### src/rtl/imm_extend_ctrl_if.sv
// Handshake and result bundle for the immediate-extend stage.
// The master side drives the upstream/downstream controls and the slave is the stage itself.
interface imm_extend_ctrl_if;
  logic        In_Valid;
  logic [31:0] In_Instr;
  logic        In_Ready;
  logic        Flush;
  logic        Out_Valid;
  logic        Out_Ready;
  logic [31:0] Out_Imm;
  logic [2:0]  Out_Mode;
  logic        Illegal;

  modport master (
    output In_Valid, In_Instr, Flush, Out_Ready,
    input  In_Ready, Out_Valid, Out_Imm, Out_Mode, Illegal
  );

  modport slave (
    input  In_Valid, In_Instr, Flush, Out_Ready,
    output In_Ready, Out_Valid, Out_Imm, Out_Mode, Illegal
  );
endinterface

### src/rtl/imm_extend_ctrl.sv
// One-entry registered MIPS immediate-extend stage with valid/ready handshake.
// Define IMM_EXT_UPPER_EN to decode lui (0x0F) as UPPER; otherwise it is ZERO-extended.
//
//   state | meaning
//   EMPTY | no decoded instruction held, Out_Valid=0
//   FULL  | Out_Imm/Out_Mode hold a decoded instruction, Out_Valid=1
module imm_extend_ctrl (
  input  logic               Clk,
  input  logic               Rst_n,
  imm_extend_ctrl_if.slave   bus
);

  localparam logic [2:0] MODE_NONE  = 3'd0;
  localparam logic [2:0] MODE_SIGN  = 3'd1;
  localparam logic [2:0] MODE_ZERO  = 3'd2;
  localparam logic [2:0] MODE_UPPER = 3'd3;
  localparam logic [2:0] MODE_SHAMT = 3'd4;
  localparam logic [2:0] MODE_JUMP  = 3'd5;

  typedef enum logic {EMPTY = 1'b0, FULL = 1'b1} state_t;

  state_t      state, state_nxt;
  logic        out_valid;
  logic        in_ready;
  logic        accept;
  logic [31:0] imm_q;
  logic [2:0]  mode_q;
  logic        illegal_q;

  logic [5:0]  opcode;
  logic [5:0]  funct;
  logic [31:0] dec_imm;
  logic [2:0]  dec_mode;
  logic        dec_illegal;

  assign opcode = bus.In_Instr[31:26];
  assign funct  = bus.In_Instr[5:0];

  // Flush squashes any acceptance, so a dropped instruction never reaches the flag.
  assign accept = bus.In_Valid && in_ready && !bus.Flush;

  always_comb begin
    dec_imm     = 32'd0;
    dec_mode    = MODE_NONE;
    dec_illegal = 1'b0;
    case (opcode)
      6'h00: begin
        if (funct == 6'h00 || funct == 6'h02 || funct == 6'h03) begin
          dec_imm  = {27'd0, bus.In_Instr[10:6]};
          dec_mode = MODE_SHAMT;
        end
      end
      6'h01, 6'h04, 6'h05, 6'h06, 6'h07, 6'h08, 6'h09, 6'h0A, 6'h0B,
      6'h20, 6'h21, 6'h23, 6'h28, 6'h29, 6'h2B: begin
        dec_imm  = {{16{bus.In_Instr[15]}}, bus.In_Instr[15:0]};
        dec_mode = MODE_SIGN;
      end
      6'h0C, 6'h0D, 6'h0E: begin
        dec_imm  = {16'd0, bus.In_Instr[15:0]};
        dec_mode = MODE_ZERO;
      end
      6'h0F: begin
`ifdef IMM_EXT_UPPER_EN
        dec_imm  = {bus.In_Instr[15:0], 16'd0};
        dec_mode = MODE_UPPER;
`else
        // The ALU performs the lui shift in this build.
        dec_imm  = {16'd0, bus.In_Instr[15:0]};
        dec_mode = MODE_ZERO;
`endif
      end
      6'h02, 6'h03: begin
        dec_imm  = {6'd0, bus.In_Instr[25:0]};
        dec_mode = MODE_JUMP;
      end
      default: begin
        dec_illegal = 1'b1;
      end
    endcase
  end

  always_ff @(posedge Clk or negedge Rst_n) begin
    if (!Rst_n) begin
      state <= EMPTY;
    end else begin
      state <= state_nxt;
    end
  end

  always_comb begin
    state_nxt = state;
    if (bus.Flush) begin
      state_nxt = EMPTY;
    end else begin
      case (state)
        EMPTY:   if (accept) state_nxt = FULL;
        FULL:    if (bus.Out_Ready && !accept) state_nxt = EMPTY;
        default: state_nxt = EMPTY;
      endcase
    end
  end

  always_comb begin
    out_valid = (state == FULL);
    // Held low through reset so nothing is offered as accepted before deassertion.
    in_ready  = Rst_n && (!out_valid || bus.Out_Ready);
  end

  // Payload only loads on acceptance; it is left untouched when EMPTY or stalled.
  always_ff @(posedge Clk or negedge Rst_n) begin
    if (!Rst_n) begin
      imm_q  <= 32'd0;
      mode_q <= MODE_NONE;
    end else if (accept) begin
      imm_q  <= dec_imm;
      mode_q <= dec_mode;
    end
  end

  always_ff @(posedge Clk or negedge Rst_n) begin
    if (!Rst_n) begin
      illegal_q <= 1'b0;
    end else if (accept && dec_illegal) begin
      illegal_q <= 1'b1;
    end
  end

  assign bus.In_Ready  = in_ready;
  assign bus.Out_Valid = out_valid;
  assign bus.Out_Imm   = imm_q;
  assign bus.Out_Mode  = mode_q;
  assign bus.Illegal   = illegal_q;

endmodule

### src/flat_wrapper.sv
// flat-port wrapper written by rule: the top's interface ports become plain ports
module imm_extend_ctrl_flat 
  (Clk, Rst_n, bus_In_Valid, bus_In_Instr, bus_Flush, bus_Out_Ready, bus_In_Ready, bus_Out_Valid, bus_Out_Imm, bus_Out_Mode, bus_Illegal);
  imm_extend_ctrl_if bus_i ();
  input  logic Clk;
  input  logic Rst_n;
  input wire logic [$bits(bus_i.In_Valid)-1:0] bus_In_Valid;
  input wire logic [$bits(bus_i.In_Instr)-1:0] bus_In_Instr;
  input wire logic [$bits(bus_i.Flush)-1:0] bus_Flush;
  input wire logic [$bits(bus_i.Out_Ready)-1:0] bus_Out_Ready;
  output wire logic [$bits(bus_i.In_Ready)-1:0] bus_In_Ready;
  output wire logic [$bits(bus_i.Out_Valid)-1:0] bus_Out_Valid;
  output wire logic [$bits(bus_i.Out_Imm)-1:0] bus_Out_Imm;
  output wire logic [$bits(bus_i.Out_Mode)-1:0] bus_Out_Mode;
  output wire logic [$bits(bus_i.Illegal)-1:0] bus_Illegal;
  assign bus_i.In_Valid = bus_In_Valid;
  assign bus_i.In_Instr = bus_In_Instr;
  assign bus_i.Flush = bus_Flush;
  assign bus_i.Out_Ready = bus_Out_Ready;
  assign bus_In_Ready = bus_i.In_Ready;
  assign bus_Out_Valid = bus_i.Out_Valid;
  assign bus_Out_Imm = bus_i.Out_Imm;
  assign bus_Out_Mode = bus_i.Out_Mode;
  assign bus_Illegal = bus_i.Illegal;
  imm_extend_ctrl u_core (.Clk(Clk), .Rst_n(Rst_n), .bus(bus_i));
endmodule
### config.mk
export PLATFORM = sky130hd
export DESIGN_NAME = imm_extend_ctrl_flat
export DESIGN_NICKNAME = d
export VERILOG_FILES = /design/src/rtl/imm_extend_ctrl_if.sv /design/src/rtl/imm_extend_ctrl.sv /design/src/flat_wrapper.sv
export SDC_FILE = /design/constraint.sdc
export NUM_CORES = 1
export LEC_CHECK = 0
export ABC_AREA = 0
export CAP_MARGIN = 20
export CORE_ASPECT_RATIO = 0.5
export CORE_MARGIN = 2
export CORE_UTILIZATION = 35
export CTS_CLUSTER_SIZE = 24
export DETAILED_ROUTE_END_ITERATION = 16
export MAX_ROUTING_LAYER = met4
export PLACE_DENSITY_LB_ADDON = 0.08
export SLEW_MARGIN = 10
export SYNTH_ARGS = -nofsm -noshare
export SYNTH_HDL_FRONTEND = slang
export SYNTH_SLANG_ARGS = --single-unit
### constraint.sdc
create_clock -name Clk -period 1.6 [get_ports Clk]
set_clock_uncertainty 0.2 [all_clocks]
set_input_delay 0.32 -clock Clk [delete_from_list [all_inputs] [get_ports Clk]]
set_output_delay 0.32 -clock Clk [all_outputs]
set_load 0.01 [all_outputs]
==> results of run 1 <==
## worst min path at each step
| stage | start | to | slack (ns) | cells after the start |
|---|---|---|---|---|
| after global routing | bus_In_Instr[5] | u_core.bus.Out_Imm[5]$_DFFE_PN0P_ | 0.13 | 3 |
| final | bus_In_Instr[5] | u_core.bus.Out_Imm[5]$_DFFE_PN0P_ | 0.12 | 3 |
| after floorplan | Rst_n | u_core.bus.Illegal$_DFFE_PN0P_ | -0.18 | 0 |
| after CTS | bus_In_Instr[5] | u_core.bus.Out_Imm[5]$_DFFE_PN0P_ | 0.12 | 3 |
| after global placement | Rst_n | u_core.bus.Out_Mode[0]$_DFFE_PN0P_ | 0.14 | 2 |
| after detailed placement | Rst_n | u_core.bus.Out_Mode[0]$_DFFE_PN0P_ | 0.15 | 2 |
## cell type report
type	instances	area, um^2	area share
Timing Repair Buffer	101	898	0.354
Multi-Input combinational cell	88	662	0.261
Inverter	5	18.8	0.00739
Clock buffer	8	90.1	0.0355
Sequential cell	32	802	0.316
Tap cell	54	67.6	0.0266
## report_power, final
group | switching [uW] | internal (uW) | leakage, uW
clock network | 283 | 351 | 0.0000455
registers | 49.6 | 903 | 0.000420
logic | 241 | 286 | 0.000811
total | 573 | 1540 | 0.00128
## cell usage in the layout (no fill, tap or decap), types with 2 or more instances in the layout
cell type / n
dlygate4sd2_1: 41
dfrtp_1: 31
nand2_1: 30
clkdlybuf4s50_1: 23
buf_4: 19
o21ai_0: 15
a221o_1: 9
buf_6: 7
buf_2: 7
clkbuf_8: 6
inv_1: 5
o221ai_2: 5
nand2b_4: 2
or4_4: 2
nor2_1: 2
clkbuf_1: 2
## metrics by stage
| step | hold WS (ns) | setup slack [ns] |
|---|---|---|
| finish | 0.122 | 0.0228 |
| global route | 0.128 | -0.00798 |
| CTS | 0.120 | -0.00168 |
| detailed placement | 0.145 | -0.739 |
| global placement | 0.142 | -0.693 |
| floorplan | -0.176 | -0.0570 |
## flip-flops by register name (all words and copies together), names as in the netlist
signal	count
u_core.bus.Out_Imm	27
u_core.bus.Out_Mode	3
u_core.bus.Illegal	1
u_core.bus.Out_Valid	1
## synth_stat cells, drive strengths merged
| library cell | count | area share |
|---|---|---|
| nand2 | 31 | 0.082 |
| a21oi | 1 | 0.0035 |
| or4 | 2 | 0.011 |
| a211o | 1 | 0.0062 |
| nor2 | 3 | 0.0097 |
| nor4 | 1 | 0.0044 |
| nand2b | 2 | 0.0088 |
| inv | 5 | 0.013 |
| nand4b | 1 | 0.0062 |
| clkbuf | 4 | 0.011 |
| and2 | 1 | 0.0044 |
| o2bb2ai | 1 | 0.0062 |
| a21o | 1 | 0.0062 |
| dfrtp | 32 | 0.56 |
| buf | 8 | 0.041 |
| o221ai | 5 | 0.031 |
| nand3 | 1 | 0.0035 |
| nand3b | 2 | 0.013 |
| or2 | 1 | 0.0044 |
| o21bai | 1 | 0.0053 |
| and4b | 1 | 0.0071 |
| a211oi | 1 | 0.0088 |
| o21ai | 16 | 0.056 |
| a31oi | 1 | 0.0044 |
| nor2b | 2 | 0.0088 |
| a221o | 10 | 0.071 |
| o2111a | 1 | 0.0079 |
## per-layer routing
metal / vias up / global-route usage / share of wire / wire length [um]
met3: 3 / 0.0510 / 0.054 / 233
met5: - / - / 0 / 0
met2: 47 / 0.315 / 0.47 / 2040
li1: 686 / - / - / -
met4: 0 / 0.0652 / 0.0028 / 12
met1: 682 / 0.274 / 0.47 / 2060
## cells by family after synthesis
| family | synth area share |
|---|---|
| and+or+nand+nor | 0.163 |
| AOI/OAI and AO/OA | 0.207 |
| DFF | 0.564 |
| buffers and inverters | 0.0653 |
## tightest hold or removal path, cell delays in order
cell     delay (ns)
buf_2          0.11
nand2_1        0.05
o21ai_0        0.07
## timing repair
action                                  in CTS  in global routing
endpoints found under the setup margin      67                 27
pin swaps                                   14                  7
cloned                                       3                  0
hold buffers                                 1                  0
buffers inserted                             6                  0
gates resized for setup                     92                 13
hold endpoints to repair                    32                  0
==> impl_metrics.py, run 1 <==
metrics = {
    "critical_path": {
        "critical_path_arrival_ns": 1.53,
        "worstSetupEndpointType": "flop",
        "cp.required_ns": 1.55,
        "crit_path_top_delay_cell": "or4_4",
        "crit_start": "bus_In_Instr[31]",
        "crit_path_end": "u_core.bus.Out_Imm[11]$_DFFE_PN0P_",
        "r2r_cells": 6,
        "cp-start-kind": "input pin",
        "cp_top_family": "simple AND/OR/NAND/NOR gates",
        "cp_cell_sequence": "buf_2 > or2_1 > or4_4 > nand2_2 > buf_4 > o21ai_0",
        "critPathKind": "in -> reg",
        "crit_path_max_incr_delay_ns": 0.46,
        "path_buf_inv": 2,
        "critical_path_depth": 6,
        "regToRegEndpoint": "u_core.bus.Out_Imm[16]$_DFFE_PN0P_",
        "rrSetupSlack_ns": 0.05,
        "r2r-start": "u_core.bus.Out_Valid$_DFF_PN0_",
        "worstPathMaxFanout": 5,
    },
    "route": {
        "drtIter0Drc": 41,
        "ant_nets": 0,
        "routed-via-count": 1418,
        "wire_per_inst_um": 15.1,
        "drcViolationCount": 0,
        "wirelength_um": 4350,
        "avgViaCountPerCell": 4.92,
        "firstDrtPassIters": 4,
    },
    "floorplan": {
        "start_util": 0.363,
        "die_h_um": 49.0,
        "io_pins": 75,
        "die_area_um2": 4610,
        "die_w_um": 94.0,
        "core-area_um2": 3900,
        "row_count": 16,
    },
    "clocking": {
        "clock_path_buffers": 2,
        "cts_buffers": 5,
        "cts.sinks": 32,
        "clockRootBuffer": "clkbuf_8",
        "clock_latency_ns": 0.28,
        "htree_levels": 2,
        "cts_tree": "yes",
        "cts.clk_slew.worst_paths_ns": 0.06,
    },
    "placement": {
        "io_buffers": 74,
        "placedCellCount": 271,
        "place_congestion": 0.749,
        "dp_hpwl_um": 3050,
        "place_area_um2": 2320,
    },
    "logic_synthesis": {
        "yosysUniqueCellTypes": 32,
        "syn_nets": 173,
        "synth.cell_area_um2": 1420,
        "syn_inst": 136,
        "avgSynthCellArea_um2": 10.4,
        "seq_area_frac_synth": 0.564,
        "yosys_warnings": 0,
        "ys_ff_latch": 32,
    },
    "global_routing": {
        "grt_pass1_wl_um": 7170,
        "grt.total_usage": 0.207,
        "antenna_found_initial": 0,
        "grt_max_degree": 17,
        "grt_overflow": 0,
        "grt_pass1_vias": 1465,
    },
    "sta": {
        "worst_pin_slew_ns": 0.257,
        "fin_setup_tns_ns": 0,
        "relSlewSlack": 0.828,
        "finalHoldViolations": 0,
        "drv_slew": 0,
        "rsz0062_at_grt": "true",
        "period_minus_slack_ns": 1.58,
        "period_share": 0.986,
        "fmax_mhz": 634,
        "finalSetupViolations": 0,
    },
    "finish": {
        "area_growth_pct": 78.9,
        "fin_area_um2": 2540,
        "finalNetCount": 270,
        "n_fill_cell": 350,
        "drive_gt1_frac": 0.274,
        "fin_util": 0.650,
        "fin_cells": 288,
        "n_antenna_cell": 0,
    },
    "worst_hold_path": {
        "hp-class": "in -> reg",
    },
    "job": {
        "max_cap_violations": 0,
    },
    "status": {
        "status": "completed",
    },
    "pwr": {
        "p_total_uw": 2110,
        "leakagePower_uw": 0.00128,
        "ir_worst_vdd_v": 0.000433,
        "pwr_density_cell_nw_per_um2": 832,
    },
}
Power figures use the tool's default switching activity.
==> inputs of run 2 (changes only) <==
- CORE_ASPECT_RATIO: 0.5 -> 0.9
- CTS_CLUSTER_DIAMETER: unset -> 200
==> run 2 against run 1 <==
Sequential share of layout area is 0.38 points higher. Critical path type unchanged. First-iteration DRC count is 37% higher. Clock power shrank 15%. Fmax rose by 0.10%.
==> impl_metrics.py, run 2 (synthesis results as in run 1) <==
metrics = {
    "status": {
        "status": "completed",
    },
    "global_routing": {
        "grt_pass1_vias": 1462,
        "antenna_found_initial": 0,
        "grt_max_degree": 22,
        "grt_pass1_wl_um": 7360,
        "grt.total_usage": 0.215,
        "grt_overflow": 0,
    },
    "floorplan": {
        "io_pins": 75,
        "die_w_um": 71.1,
        "core-area_um2": 3810,
        "row_count": 21,
        "die_h_um": 64.4,
        "start_util": 0.372,
        "die_area_um2": 4580,
    },
    "clocking": {
        "clock_path_buffers": 2,
        "clock_latency_ns": 0.28,
        "cts_buffers": 5,
        "cts.sinks": 32,
        "cts_tree": "yes",
        "clockRootBuffer": "clkbuf_8",
        "cts.clk_slew.worst_paths_ns": 0.06,
        "htree_levels": 2,
    },
    "route": {
        "wirelength_um": 4510,
        "ant_nets": 0,
        "drtIter0Drc": 56,
        "routed-via-count": 1408,
        "wire_per_inst_um": 16.7,
        "firstDrtPassIters": 4,
        "avgViaCountPerCell": 5.21,
        "drcViolationCount": 0,
    },
    "finish": {
        "final_cell_mix": "41 x dlygate4sd2_1, 31 x dfrtp_1, 24 x nand2_1",
        "drive_gt1_frac": 0.313,
        "fin_cells": 270,
        "n_antenna_cell": 0,
        "finalNetCount": 263,
        "fin_util": 0.658,
        "area_growth_pct": 76.8,
        "fin_area_um2": 2510,
        "final_common_cell": "dlygate4sd2_1",
        "largest_reg_flops": 27,
    },
    "sta": {
        "finalSetupViolations": 0,
        "fmax_mhz": 635,
        "fin_setup_tns_ns": 0,
        "relSlewSlack": 0.791,
        "finalHoldViolations": 0,
        "rsz0062_at_grt": "true",
        "period_minus_slack_ns": 1.58,
        "period_share": 0.985,
        "worst_pin_slew_ns": 0.311,
        "drv_slew": 0,
    },
    "worst_hold_path": {
        "min_to": "u_core.bus.Out_Imm[3]$_DFFE_PN0P_",
        "min-delay-start": "bus_In_Instr[3]",
        "hp-class": "in -> reg",
        "hold_path_depth": 3,
    },
    "placement": {
        "io_buffers": 74,
        "place_congestion": 0.770,
        "dp_hpwl_um": 3030,
        "placedCellCount": 261,
        "place_area_um2": 2280,
    },
    "pwr": {
        "pwr_density_cell_nw_per_um2": 815,
        "p_total_uw": 2040,
        "seq_power_share": 0.468,
        "swShare": 0.277,
        "ir_worst_vdd_v": 0.000571,
        "combPwrFrac": 0.270,
        "leakagePower_uw": 0.00125,
        "clock_power_share": 0.262,
        "intPower_uw": 1480,
        "p_switching_uw": 566,
    },
    "critical_path": {
        "r2r-start": "u_core.bus.Out_Valid$_DFF_PN0_",
        "crit_path_max_incr_delay_ns": 0.56,
        "rrSetupSlack_ns": 0.03,
        "critical_path_arrival_ns": 1.54,
        "crit_path_top_delay_cell": "or4_4",
        "cp-start-kind": "input pin",
        "path_buf_inv": 2,
        "worstPathMaxFanout": 7,
        "cp.required_ns": 1.57,
        "r2r_cells": 4,
        "cp_top_family": "simple AND/OR/NAND/NOR gates",
        "critPathKind": "in -> reg",
        "cp_cell_sequence": "buf_6 > or2_4 > or4_4 > nand2_4 > buf_8 > o21ai_2",
        "regToRegEndpoint": "u_core.bus.Out_Imm[16]$_DFFE_PN0P_",
        "worstSetupEndpointType": "flop",
    },
    "job": {
        "max_cap_violations": 0,
    },
}
==> run 2: cell count changes in the layout (fill, tap and decap cells not counted), sizes merged <==
cell / previous run / this run
dlymetal6s2s: 0 / 1
buf: 34 / 26
clkbuf: 9 / 5
nor2: 3 / 4
==> run 2: routing by layer <==
layer	wire length [um]	global-route usage	part of all wire
met5	0	-	0
met4	65	0.0708	0.014
met3	278	0.0521	0.062
met2	2180	0.342	0.48
met1	1990	0.270	0.44
==> run 2: worst min-delay path, stage by stage <==
cell and delay [ns]:
buf_2 0.10, inv_1 0.06, o221ai_2 0.10
==> run 2: worst max path at each step <==
stage,startpoint,to,depth (start not counted)
global route,u_core.bus.Out_Valid$_DFF_PN0_,u_core.bus.Out_Imm[16]$_DFFE_PN0P_,4
detailed placement,bus_In_Instr[31],u_core.bus.Out_Imm[16]$_DFFE_PN0P_,5
floorplan,bus_In_Instr[26],u_core.bus.Out_Imm[17]$_DFFE_PN0P_,5
global placement,bus_In_Instr[31],u_core.bus.Out_Imm[16]$_DFFE_PN0P_,5
CTS,bus_In_Valid,u_core.bus.Out_Imm[2]$_DFFE_PN0P_,6
finish,bus_In_Instr[31],u_core.bus.Out_Imm[6]$_DFFE_PN0P_,6
==> run 2: layout make-up <==
class,instances,area [um^2]
Multi-Input combinational cell,89,723
Fill cell,319,1300
Tap cell,46,57.6
Clock buffer,5,68.8
Sequential cell,32,802
Inverter,5,18.8
Timing Repair Buffer,93,838
==> run 2: timing repair <==
action / CTS / global route
endpoints found under the setup margin: 68 / 29
gates resized for setup: 95 / 39
hold buffers: 1 / 0
endpoints found under the hold margin: 32 / 0
pin swaps: 10 / 9
buffers inserted: 0 / 2
gates cloned: 2 / 0
==> run 2: power by group through the flow <==
| stage | sequential (uW) | combinational (uW) | clock, uW |
|---|---|---|---|
| final | 957 | 553 | 535 |
| after global routing | 970 | 598 | 583 |
| after CTS | 957 | 518 | 548 |
| after detailed placement | 972 | 568 | 0 |
| after global placement | 968 | 558 | 0 |
| after floorplan | 1010 | 149 | 0 |
==> run 2: stage by stage <==
| step | setup slack (ns) | hold WS (ns) |
|---|---|---|
| after floorplan | -0.0570 | -0.176 |
| after global placement | -0.666 | 0.124 |
| after detailed placement | -0.730 | 0.139 |
| after CTS | 0.00114 | 0.155 |
| after global routing | -0.0281 | 0.165 |
| final | 0.0244 | 0.155 |
